**src/rtl/ffe_ctrl_if.sv**
```systemverilog
// Coefficient configuration port and equalizer tap-write bus.
// master: control plane / equalizer side; slave: ffe_ctrl side.
interface ffe_ctrl_if #(
   parameter int DATA_WIDTH = 12,
   parameter int ADDR_WIDTH = 2
);
   logic                  coef_valid;
   logic [DATA_WIDTH-1:0] coef_data;
   logic                  coef_ready;
   logic                  coef_wr_en;
   logic [ADDR_WIDTH-1:0] coef_wr_addr;
   logic [DATA_WIDTH-1:0] coef_wr_data;

   modport master (
      output coef_valid,
      output coef_data,
      input  coef_ready,
      input  coef_wr_en,
      input  coef_wr_addr,
      input  coef_wr_data
   );

   modport slave (
      input  coef_valid,
      input  coef_data,
      output coef_ready,
      output coef_wr_en,
      output coef_wr_addr,
      output coef_wr_data
   );
endinterface

```
**src/rtl/ffe_ctrl.sv**
```systemverilog
// ffe_ctrl: sequences FFE coefficient load, then a decimated run.
// Ports: clk/rst, i_start/i_stop/i_num_samples command, coef_if
// (valid/ready coef port + tap write bus), o_load_signal,
// o_busy, o_done, o_out_count.
module ffe_ctrl #(
   parameter int DATA_WIDTH = 12,
   parameter int NUM_TAPS   = 4,
   parameter int DECIM      = 4,
   parameter int CNT_WIDTH  = 16
) (
   input  logic                 clk,
   input  logic                 rst,
   input  logic                 i_start,
   input  logic                 i_stop,
   input  logic [CNT_WIDTH-1:0] i_num_samples,
   ffe_ctrl_if.slave            coef_if,
   output logic                 o_load_signal,
   output logic                 o_busy,
   output logic                 o_done,
   output logic [CNT_WIDTH-1:0] o_out_count
);
   localparam int AW = $clog2(NUM_TAPS);
   localparam int PW = $clog2(DECIM);

   typedef enum logic [1:0] {
      S_IDLE,
      S_LOAD_COEF,
      S_RUN,
      S_DONE
   } state_t;

   state_t r_state;
   state_t w_state_nxt;

   logic [CNT_WIDTH-1:0]  r_num;
   logic [CNT_WIDTH-1:0]  r_cnt;
   logic [AW-1:0]         r_tap;
   logic [PW-1:0]         r_phase;
   logic                  r_wr_en;
   logic [AW-1:0]         r_wr_addr;
   logic [DATA_WIDTH-1:0] r_wr_data;
   logic                  r_done;

   logic                  w_accept;
   logic                  w_last_tap;
   logic                  w_load;
   logic                  w_final;
   logic                  w_start_run;
   logic                  w_start_zero;
   logic [CNT_WIDTH-1:0]  w_cnt_inc;

   assign w_start_run  = (r_state == S_IDLE) && i_start &&
                         (i_num_samples != '0);
   assign w_start_zero = (r_state == S_IDLE) && i_start &&
                         (i_num_samples == '0);
   assign w_accept     = (r_state == S_LOAD_COEF) &&
                         coef_if.coef_valid;
   assign w_last_tap   = (r_tap == AW'(NUM_TAPS - 1));
   // Load strobe comes from registered state only.
   assign w_load       = (r_state == S_RUN) &&
                         (r_phase == PW'(DECIM - 1));
   assign w_cnt_inc    = r_cnt + CNT_WIDTH'(1);
   assign w_final      = w_load && (w_cnt_inc == r_num);

   always_ff @(posedge clk or posedge rst) begin
      if (rst) r_state <= S_IDLE;
      else     r_state <= w_state_nxt;
   end

   always_comb begin
      w_state_nxt        = r_state;
      o_busy             = 1'b0;
      o_load_signal      = 1'b0;
      coef_if.coef_ready = 1'b0;
      unique case (r_state)
         S_IDLE: begin
            if (w_start_run) w_state_nxt = S_LOAD_COEF;
         end
         S_LOAD_COEF: begin
            o_busy             = 1'b1;
            coef_if.coef_ready = 1'b1;
            if (i_stop)
               w_state_nxt = S_IDLE;
            else if (w_accept && w_last_tap)
               w_state_nxt = S_RUN;
         end
         S_RUN: begin
            o_busy        = 1'b1;
            o_load_signal = w_load;
            if (i_stop)
               w_state_nxt = S_IDLE;
            else if (w_final)
               w_state_nxt = S_DONE;
         end
         S_DONE: begin
            w_state_nxt = S_IDLE;
         end
         default: begin
            w_state_nxt = S_IDLE;
         end
      endcase
   end

   always_ff @(posedge clk or posedge rst) begin
      if (rst) begin
         r_num     <= '0;
         r_cnt     <= '0;
         r_tap     <= '0;
         r_phase   <= '0;
         r_wr_en   <= 1'b0;
         r_wr_addr <= '0;
         r_wr_data <= '0;
         r_done    <= 1'b0;
      end else begin
         r_wr_en <= w_accept;
         // A stop racing the final load still suppresses done.
         r_done  <= w_start_zero ||
                    ((r_state == S_RUN) && w_final && !i_stop);
         if (w_start_run) begin
            r_num <= i_num_samples;
            r_cnt <= '0;
            r_tap <= '0;
         end
         if (w_accept) begin
            r_wr_addr <= r_tap;
            r_wr_data <= coef_if.coef_data;
            r_tap     <= r_tap + AW'(1);
         end
         if (w_load) r_cnt <= w_cnt_inc;
         if ((r_state == S_RUN) && !w_load)
            r_phase <= r_phase + PW'(1);
         else
            r_phase <= '0;
      end
   end

   assign coef_if.coef_wr_en   = r_wr_en;
   assign coef_if.coef_wr_addr = r_wr_addr;
   assign coef_if.coef_wr_data = r_wr_data;
   assign o_done               = r_done;
   assign o_out_count          = r_cnt;

endmodule

```
**src/flat_wrapper.sv**
```systemverilog
// flat-port wrapper written by rule: the top's interface ports become plain ports
module ffe_ctrl_flat 
#(
   parameter int DATA_WIDTH = 12,
   parameter int NUM_TAPS   = 4,
   parameter int DECIM      = 4,
   parameter int CNT_WIDTH  = 16
)
  (clk, rst, i_start, i_stop, i_num_samples, o_load_signal, o_busy, o_done, o_out_count, coef_if_coef_valid, coef_if_coef_data, coef_if_coef_ready, coef_if_coef_wr_en, coef_if_coef_wr_addr, coef_if_coef_wr_data);
  ffe_ctrl_if #(.DATA_WIDTH(DATA_WIDTH), .ADDR_WIDTH((2))) coef_if_i ();
  input  logic clk;
  input  logic rst;
  input  logic i_start;
  input  logic i_stop;
  input  logic [CNT_WIDTH-1:0] i_num_samples;
  output logic o_load_signal;
  output logic o_busy;
  output logic o_done;
  output logic [CNT_WIDTH-1:0] o_out_count;
  input wire logic [$bits(coef_if_i.coef_valid)-1:0] coef_if_coef_valid;
  input wire logic [$bits(coef_if_i.coef_data)-1:0] coef_if_coef_data;
  output wire logic [$bits(coef_if_i.coef_ready)-1:0] coef_if_coef_ready;
  output wire logic [$bits(coef_if_i.coef_wr_en)-1:0] coef_if_coef_wr_en;
  output wire logic [$bits(coef_if_i.coef_wr_addr)-1:0] coef_if_coef_wr_addr;
  output wire logic [$bits(coef_if_i.coef_wr_data)-1:0] coef_if_coef_wr_data;
  assign coef_if_i.coef_valid = coef_if_coef_valid;
  assign coef_if_i.coef_data = coef_if_coef_data;
  assign coef_if_coef_ready = coef_if_i.coef_ready;
  assign coef_if_coef_wr_en = coef_if_i.coef_wr_en;
  assign coef_if_coef_wr_addr = coef_if_i.coef_wr_addr;
  assign coef_if_coef_wr_data = coef_if_i.coef_wr_data;
  ffe_ctrl #(.DATA_WIDTH(DATA_WIDTH), .NUM_TAPS(NUM_TAPS), .DECIM(DECIM), .CNT_WIDTH(CNT_WIDTH)) u_core (.clk(clk), .rst(rst), .i_start(i_start), .i_stop(i_stop), .i_num_samples(i_num_samples), .coef_if(coef_if_i), .o_load_signal(o_load_signal), .o_busy(o_busy), .o_done(o_done), .o_out_count(o_out_count));
endmodule
```
**config.mk**
```make
export PLATFORM = sky130hd
export DESIGN_NAME = ffe_ctrl_flat
export DESIGN_NICKNAME = d
export VERILOG_FILES = /design/src/rtl/ffe_ctrl_if.sv /design/src/rtl/ffe_ctrl.sv /design/src/flat_wrapper.sv
export SDC_FILE = /design/constraint.sdc
export NUM_CORES = 1
export LEC_CHECK = 0
export ABC_AREA = 1
export CAP_MARGIN = 20
export CORE_MARGIN = 3
export CORE_UTILIZATION = 30
export DETAILED_ROUTE_END_ITERATION = 16
export HOLD_SLACK_MARGIN = 0.1
export PLACE_DENSITY = 0.63
export SYNTH_ARGS = -nofsm -noshare
export SYNTH_HDL_FRONTEND = slang
export SYNTH_SLANG_ARGS = --single-unit
```
**constraint.sdc**
```tcl
create_clock -name clk -period 1.9 [get_ports clk]
set_clock_uncertainty 0.2 [all_clocks]
set_input_delay 0.38 -clock clk [delete_from_list [all_inputs] [get_ports clk]]
set_output_delay 0.38 -clock clk [all_outputs]
set_load 0.02 [all_outputs]
```
# Word level (Yosys, flattened, before mapping)
# Cells that the tools add are included.
# totals
regBits	54
# classes
n_reduce_logical	20
mux	14
n_addsub	3
n_eq_ne	9
# op_table
cell	count
$mux W16	2
$add A16 B1 Y16 const B	1
$eq A16 B16 Y1	1
$logic_not A16 Y1	1
$mux W2	8
$reduce_bool A16 Y1	1
$logic_and A1 B1 Y1	10
$eq A2 B2 Y1 const B	4
$pmux W2 S4	1
$add A2 B1 Y2 const B	2
$reduce_bool A2 Y1	2
$mux W1	3
$ne A3 B2 Y1 const B	1
$ne A3 B3 Y1 const B	1
$reduce_and A3 Y1	1
$eq A2 B1 Y1 const B	1
$logic_not A1 Y1	2
$logic_not A2 Y1	1
$ne A2 B1 Y1 const B	1
$reduce_or A2 Y1	1
$logic_or A1 B1 Y1	1

# Logic depth before layout (Yosys ltp)
# Gate-level depths: netlist (run 1).
# logic_depth
word_depth	6
depth_mapped	17
ltp_nobuf	17

# Least setup slack after synthesis (run 1)
# Ideal clock, no wire load.
# synth_path
kind	register to register
from	register u_core.r_cnt[0] (netlist: u_core.o_out_count[0])
to	register u_core.r_state[0]
stages_incl_launch_ff	15
arrival_time_ns	1.816
slack_ns	-0.233
t_required_ns	1.584
n_path_buf	0
path_cell_list	dfrtp_1 -> ha_1 -> nand2_1 -> nor2_4 -> nand3_2 -> o21ai_2 -> nand2_1 -> nand2_1 -> nand3_1 -> nor2_1 -> nand2_1 -> nand2_2 -> nand2_1 -> nand2_1 -> nand2_1
# synth_via
elab_chain_len	5
# synth_rtl
item	line	rtl
start: declaration	ffe_ctrl.sv:36	logic [CNT_WIDTH-1:0] r_cnt;
start signal: assignment	ffe_ctrl.sv:129	if (w_load) r_cnt <= w_cnt_inc;
$add A16 B1 Y16	ffe_ctrl.sv:62	assign w_cnt_inc = r_cnt + CNT_WIDTH'(1);
$eq A16 B16 Y1	ffe_ctrl.sv:63	assign w_final = w_load && (w_cnt_inc == r_num);
$logic_and A1 B1 Y1	ffe_ctrl.sv:63	
$ne A3 B2 Y1 (no line)	n/a	
$reduce_and A3 Y1 (no line)	n/a	
end signal: assignment	ffe_ctrl.sv:67	else r_state <= w_state_nxt;
end: declaration	ffe_ctrl.sv:32	state_t r_state;
# No other way between the ends.
# A chain may end at the register's enable or synchronous reset.

# Final worst setup path (run 1)
# layout_path
from	register u_core.r_cnt[1] (netlist: u_core.o_out_count[1])
to	register u_core.r_state[0]
# Same word-level chain as after synthesis.

==> results of run 1 <==
[routing by layer]
layer	up-vias	wire length, um
met4	0	100
met3	10	527
met5	-	0
met2	90	4150
li1	1480	-
met1	1410	3720
[cells in the mapped netlist (all sizes together)]
| library cell | instances | area (um2) |
|---|---|---|
| mux2 | 6 | 67.6 |
| nor2 | 29 | 146 |
| nand2 | 119 | 452 |
| dfrtp | 54 | 1350 |
| nand3 | 42 | 220 |
| nor3b | 2 | 15.0 |
| inv | 41 | 154 |
| a211oi | 2 | 15.0 |
| ha | 7 | 87.6 |
| or2 | 1 | 6.26 |
| nand4 | 11 | 68.8 |
| o22ai | 10 | 62.6 |
| a21oi | 11 | 55.1 |
| clkbuf | 4 | 15.0 |
| o21ai | 12 | 63.8 |
| o21bai | 1 | 7.51 |
| nand3b | 3 | 22.5 |
| nor4 | 4 | 25.0 |
| buf | 3 | 13.8 |
| nor3 | 1 | 5.00 |
| xor2 | 2 | 17.5 |
[placed cells by master (no fill, tap or decap), types with 8 or more instances in the layout]
cell,instances
a21oi_1,11
buf_4,67
clkdlybuf4s50_1,20
dfrtp_1,50
dlygate4sd2_1,15
dlymetal6s2s_1,27
inv_1,38
nand2_1,109
nand2_2,8
nand3_1,32
nand3_2,9
nand4_1,11
nor2_1,20
o21ai_0,9
o22ai_1,9
[sequential cells by signal, indices dropped and copies added (netlist names)]
signal / count
u_core.coef_if.coef_wr_data: 12
u_core.o_done: 1
u_core.coef_if.coef_wr_en: 1
u_core.r_state: 2
u_core.r_num: 16
u_core.r_phase: 2
u_core.r_tap: 2
u_core.o_out_count: 16
u_core.coef_if.coef_wr_addr: 2
[power groups by stage]
stage               Sequential (uW)  Combinational (uW)  Clock (uW)
finish                         1700                1890         710
global route                   1740                2110         774
CTS                            1700                1810         740
detailed placement             1720                1800           0
global placement               1710                1770           0
floorplan                      1860                 882           0
[cells by family (layout without fill, tap and decap cells)]
kind of cell | count (synthesis) | in the layout
DFF | 54 | 54
adders and majority gates | 7 | 7
AOI/OAI and AO/OA | 36 | 36
and+or+nand+nor | 212 | 212
xor gates and xnor gates | 2 | 2
buffers and inverters | 48 | 189
other | 0 | 1
muxes | 6 | 6
[worst paths after layout]
| kind | endpoint | slack [ns] | cells past startpoint | start |
|---|---|---|---|---|
| min reg2reg | u_core.coef_if.coef_wr_addr[0] | 0.29 | 2 | u_core.coef_if.coef_wr_addr[0] |
| max in group asynchronous | u_core.r_state[0] | 0.87 | 3 | rst |
| min | u_core.r_num[2] | 0.16 | 2 | i_num_samples[2] |
| min in group asynchronous | u_core.o_out_count[9] | 0.20 | 2 | rst |
| max | u_core.r_state[0] | -0.36 | 17 | u_core.o_out_count[1] |
| max reg2reg | u_core.r_state[0] | -0.36 | 17 | u_core.o_out_count[1] |
[worst max-delay path, delay by kind of cell, from the launching register on]
| family | cells | cell delay, ns |
|---|---|---|
| AND/OR/NAND/NOR | 14 | 1.06 |
| adder cells (fa/ha/maj) | 1 | 0.19 |
| flip-flops | 1 | 0.46 |
| buffers and inverters | 2 | 0.24 |
[per-stage QoR]
step	instances	area, um2
floorplan	365	2900
global placement	619	4220
detailed placement	619	4220
CTS	632	4350
global route	636	4570
finish	636	4570
[area by class of cell]
type	instances	area, um2	share of cell area (%)
multi-input cells	263	1490	32.5
flip-flops and latches	54	1360	29.6
repair buffers	140	1310	28.6
well taps	129	161	3.53
inverters	41	158	3.45
clock buffers	6	82.6	1.81
clock inverters	2	16.3	0.356
diodes	1	2.50	0.0547
[repair_timing]
| action | 4_1_cts | 5_1_grt |
|---|---|---|
| buffers inserted | 5 | 3 |
| pin swaps | 7 | 21 |
| resized for setup | 44 | 58 |
| endpoints found under the setup margin | 55 | 54 |
==> summary.txt, run 1 <==
STA
  – Final Hold Fails: 0
  – Pins Over Slew Limit: 0
  – Slew HR: 69.0%
  – Fin Hold WS: 0.165 ns
  – Fin crit period: 2.26 ns
  – Final setup fails: 3
  – Final period util: 119%
  – TNS Setup: -1.02 ns
  – Worst Max-Slew Pin Slew: 0.465 ns
  – Worst Setup Slack, final: -0.362 ns
  – RSZ-0062 raised after global routing: yes
  – Max Freq: 442 MHz

CTS
  – Root Buffer: clkbuf_8
  – CTS tree: yes
  – Worst skew pair latency: 0.32 ns
  – # hold bufs at CTS: 0
  – TritonCTS Buffers: 5
  – Clock transition at the registers of the reported paths: 0.10 ns
  – Clock Sinks: 54
  – CTS max path bufs: 2
  – H-tree depth: 2

Route
  – Post-Route WL: 8500 um
  – Initial DRC count: 145
  – Final ANT Viol Nets: 0
  – WL per Instance: 13.4 um
  – Vias: 2990
  – Drt pass-1 iters: 4
  – Drc violations: 0
  – Drt via density: 4.70

Power and ir drop
  – Reg power frac: 39.6%
  – VDD IR-drop max: 0.753 mV
  – Sw Pwr: 1600 uW
  – Pleak: 0.00247 uW
  – Clock network power share: 16.5%
  – Design Power: 4300 uW
  – Sw frac: 37.3%
  – Power Dens Cells: 940 mW/mm2
  – Gate power share: 43.9%
  – Total internal power: 2700 uW

Floorplan
  – # rows: 35
  – Core Box Area: 0.00928 mm2
  – Die width: 104 um
  – I/O pins: 68
  – Initial core utilization: 30.9%
  – Height of the die: 104 um
  – Die area: 0.0108 mm2

Yosys
  – Seq/Total Area, Yosys: 47.1%
  – Post-Syn Area: 0.00287 mm2
  – Synthesized-area fraction occupied by xor and xnor cells: 0.610%
  – Multiplexer area fraction after synthesis: 2.35%
  – Syn. warnings: 0
  – Cells after Synth: 365
  – Mapped Nets: 405
  – Post-synthesis adder-cell area fraction: 3.05%
  – Synth Area in Compound Gates: 7.10%
  – Yosys reg bits: 54
  – Synth Area per Inst: 7.87 um2
  – Synth cell types: 28
  – Largest family of logic cells by synthesized area: simple AND/OR/NAND/NOR gates
  – Simple-gate portion of the synthesized area: 33.5%

Placed design
  – Port Buf Inserts: 67
  – Final RePlAce weighted congestion: 0.879
  – Pre-CTS setup slack: -0.528 ns
  – Final HPWL DP: 6400 um

Run status
  – Failing checks: setup timing
  – Outcome: complete, but fails checks

Critical path
  – Worst setup EP type: flop
  – Arr. time, crit path: 2.27 ns
  – CP peak stage delay: 0.46 ns
  – Crit Path Class: reg -> reg
  – Largest fanout on the critical path: 7
  – Worst Setup Start Kind: flop
  – Cell breakdown of the critical path: ha_4 > nand2_4 > nor2_4 > buf_12 > nand3_4 > buf_6 > nand2_4 > nand3_2 > nand2_2 > nor2_2 > nand2_1 > nor2_1 > nand2_1 > nand2_2 > nand2_2 > nand2_1 > nand2_1
  – Slowest-stage cell, CP: dfrtp_2
  – CP Data Required Time: 1.90 ns
  – Crit-path most repeated cell: nand2_1

Global routing
  – Grt met2 use: 25.9%
  – Number of global-route vias before repair: 2966
  – Initial antenna violation count: 1
  – Largest net degree at the start of global routing: 23
  – First-pass GRT wire length: 14000 um
  – Overflow after GRT: 0
  – GR Util met3: 3.43%
  – Gr busiest metal: met2
  – GR Util met1: 20.2%
  – GRT Overall Usage: 15.6%

Finish
  – Share of layout cells above drive strength 1: 27.5%
  – Filler cells: 923
  – Area growth from synthesis to layout: 59.3%
  – Nets: 545
  – Fin util: 49.3%

Run
  – Max Cap Violations: 0

Worst hold path
  – Worst hold-check path type: in -> reg
No activity file was read; power rests on OpenSTA's default activity.
==> run 2, diff against run 1 <==
- PLACE_DENSITY: 0.63 -> 0.61
- clock period: 1.9 -> 2.6 ns (I/O delays scaled with it)
==> run 2 against run 1 <==
  * The flow now finishes without violations
  * Critical path depth shrank 14
  * Register-to-register slack gained 0.59 ns
  * Total power shrank 31%
  * Utilization shrank 7.7 points
  * Combinational power shrank 34%
  * First-iteration DRC count shrank 18%
  * Wire length shrank 11%
  * Global-route usage shrank 1.5 points
  * Cell count shrank 10%
  * Clock power shrank 30%
  * Highest routed layer unchanged
==> summary.txt, run 2 (synthesis results as in run 1) <==
Floorplan
  – Initial core utilization: 30.9%
  – # rows: 35
  – Die area: 0.0108 mm2
  – Core Box Area: 0.00928 mm2
  – I/O pins: 68
  – Height of the die: 104 um
  – Die width: 104 um

CTS
  – CTS max path bufs: 2
  – Clock transition at the registers of the reported paths: 0.10 ns
  – H-tree depth: 2
  – Clock Sinks: 54
  – Worst skew pair latency: 0.31 ns
  – TritonCTS Buffers: 5
  – Root Buffer: clkbuf_8
  – CTS tree: yes
  – # hold bufs at CTS: 0

Finish
  – Nets: 482
  – Fin cells: 572
  – Final Cell Area: 0.00386 mm2
  – Share of layout cells above drive strength 1: 8.80%
  – Area growth from synthesis to layout: 34.3%
  – Antenna cells: 0
  – Commonest cells after routing, fill and taps aside: nand2_1, clkdlybuf4s50_1, dfrtp_1
  – Commonest non-fill, non-tap cell in the layout: nand2_1

STA
  – Max Freq: 418 MHz
  – Final period util: 91.9%
  – Slew HR: 68.2%
  – Fin crit period: 2.39 ns
  – Final setup fails: 0
  – Worst Setup Slack, final: 0.210 ns
  – Worst Max-Slew Pin Slew: 0.476 ns
  – RSZ-0062 raised after global routing: no
  – TNS Setup: 0 ns
  – Final Hold Fails: 0
  – Pins Over Slew Limit: 0

Route
  – Vias: 2671
  – Drc violations: 0
  – Final ANT Viol Nets: 0
  – Drt pass-1 iters: 4
  – WL per Instance: 13.2 um
  – Initial DRC count: 119
  – Post-Route WL: 7540 um
  – Drt via density: 4.67

Global routing
  – First-pass GRT wire length: 12700 um
  – Overflow after GRT: 0
  – GRT Overall Usage: 14.1%
  – Largest net degree at the start of global routing: 55
  – Initial antenna violation count: 0
  – Number of global-route vias before repair: 2672

Critical path
  – Largest fanout on the critical path: 3
  – CP peak stage delay: 0.60 ns
  – R2R Setup Slk: 0.23 ns
  – Reg2Reg Depth: 16
  – Arr. time, crit path: 1.67 ns
  – RR Endpoint: u_core.r_state[0]
  – Slowest-stage cell, CP: clkdlybuf4s50_1
  – Crit Path Class: reg -> out
  – Cell breakdown of the critical path: inv_1 > ha_1 > clkdlybuf4s50_1
  – CP delay by family, top: buffers and inverters
  – Worst path bufs/invs: 2
  – Worst setup EP type: output port
  – Worst path depth: 3
  – Crit path to: o_busy
  – Worst Setup Start Kind: flop
  – CP Data Required Time: 1.88 ns
  – R2R Path Start: u_core.o_out_count[0]
  – Crit. Startpoint: u_core.r_state[0]

Power and ir drop
  – Pleak: 0.00175 uW
  – Power Dens Cells: 773 mW/mm2
  – VDD IR-drop max: 0.548 mV
  – Design Power: 2980 uW

Placed design
  – Final RePlAce weighted congestion: 0.841
  – Final HPWL DP: 5760 um
  – Port Buf Inserts: 67
  – Placed Cells: 564
  – Cell Area, Placed: 0.00376 mm2
  – Pre-CTS setup slack: 0.0381 ns

Run
  – Max Cap Violations: 0

Worst hold path
  – Worst hold-check path type: reg -> reg

Run status
  – Outcome: finished, final reports clean
run 2: changes by cell type in the layout (fill, tap and decap cells not counted), moves of 4 or more:
cell             previous run  this run
dlymetal6s2s_1             27         0
clkdlybuf4s50_1            20        66
nor4_2                      4         0
nand2_2                     8         2
nand3_1                    32        40
buf_4                      67         9
nor2_2                      4         0
dlygate4sd2_1              15         1
nand2_1                   109       117
buf_6                       6         0
nor4_1                      0         4
nor2_1                     20        24
nand3_2                     9         2
run 2: how the worst min path moves through the flow:
| stage | start | slack [ns] | end | cells after the start |
|---|---|---|---|---|
| final | u_core.r_phase[0] | 0.24 | u_core.r_phase[0] | 1 |
| after global routing | u_core.r_phase[0] | 0.29 | u_core.r_phase[0] | 1 |
| after CTS | u_core.r_phase[0] | 0.25 | u_core.r_phase[0] | 1 |
| after detailed placement | u_core.r_phase[0] | 0.23 | u_core.r_phase[0] | 1 |
| after global placement | u_core.r_phase[0] | 0.23 | u_core.r_phase[0] | 1 |
| after floorplan | u_core.r_phase[0] | 0.21 | u_core.r_phase[0] | 1 |
run 2: repair_timing:
action                     CTS  global route
gates resized for setup      1             2
cloned                       0             0
setup buffers                0             0
pin swaps                    0             1
setup endpoints to repair    1             2
run 2: layer usage:
layer	global-route usage (%)	vias up	routed length (um)
li1	-	1351	-
met1	17.8	1237	3430
met2	23.5	77	3500
met3	4.49	6	552
met4	3.04	0	61
met5	0	-	0
run 2: through the flow:
stage / hold slack [ns] / util [%]
2_1_floorplan: 0.215 / -
3_3_place_gp: 0.228 / 40.5
3_5_place_dp: 0.229 / 40.5
4_1_cts: 0.246 / 41.5
5_1_grt: 0.287 / 41.5
6_report: 0.242 / 41.5
run 2: area by class of cell:
class                      count  area [um2]
clock inverter                 3        25.0
inverter                      41         154
tap                          129         161
multi-input combinational    263        1340
clock buffer                   5        68.8
timing repair buffer          77         757
fill                         970        5430
sequential                    54        1350
run 2: power breakdown:
group | total [uW] | internal [uW] | switching [uW]
sequential | 1250 | 1090 | 156
clock | 495 | 195 | 300
combinational | 1240 | 564 | 671
total | 2980 | 1850 | 1130
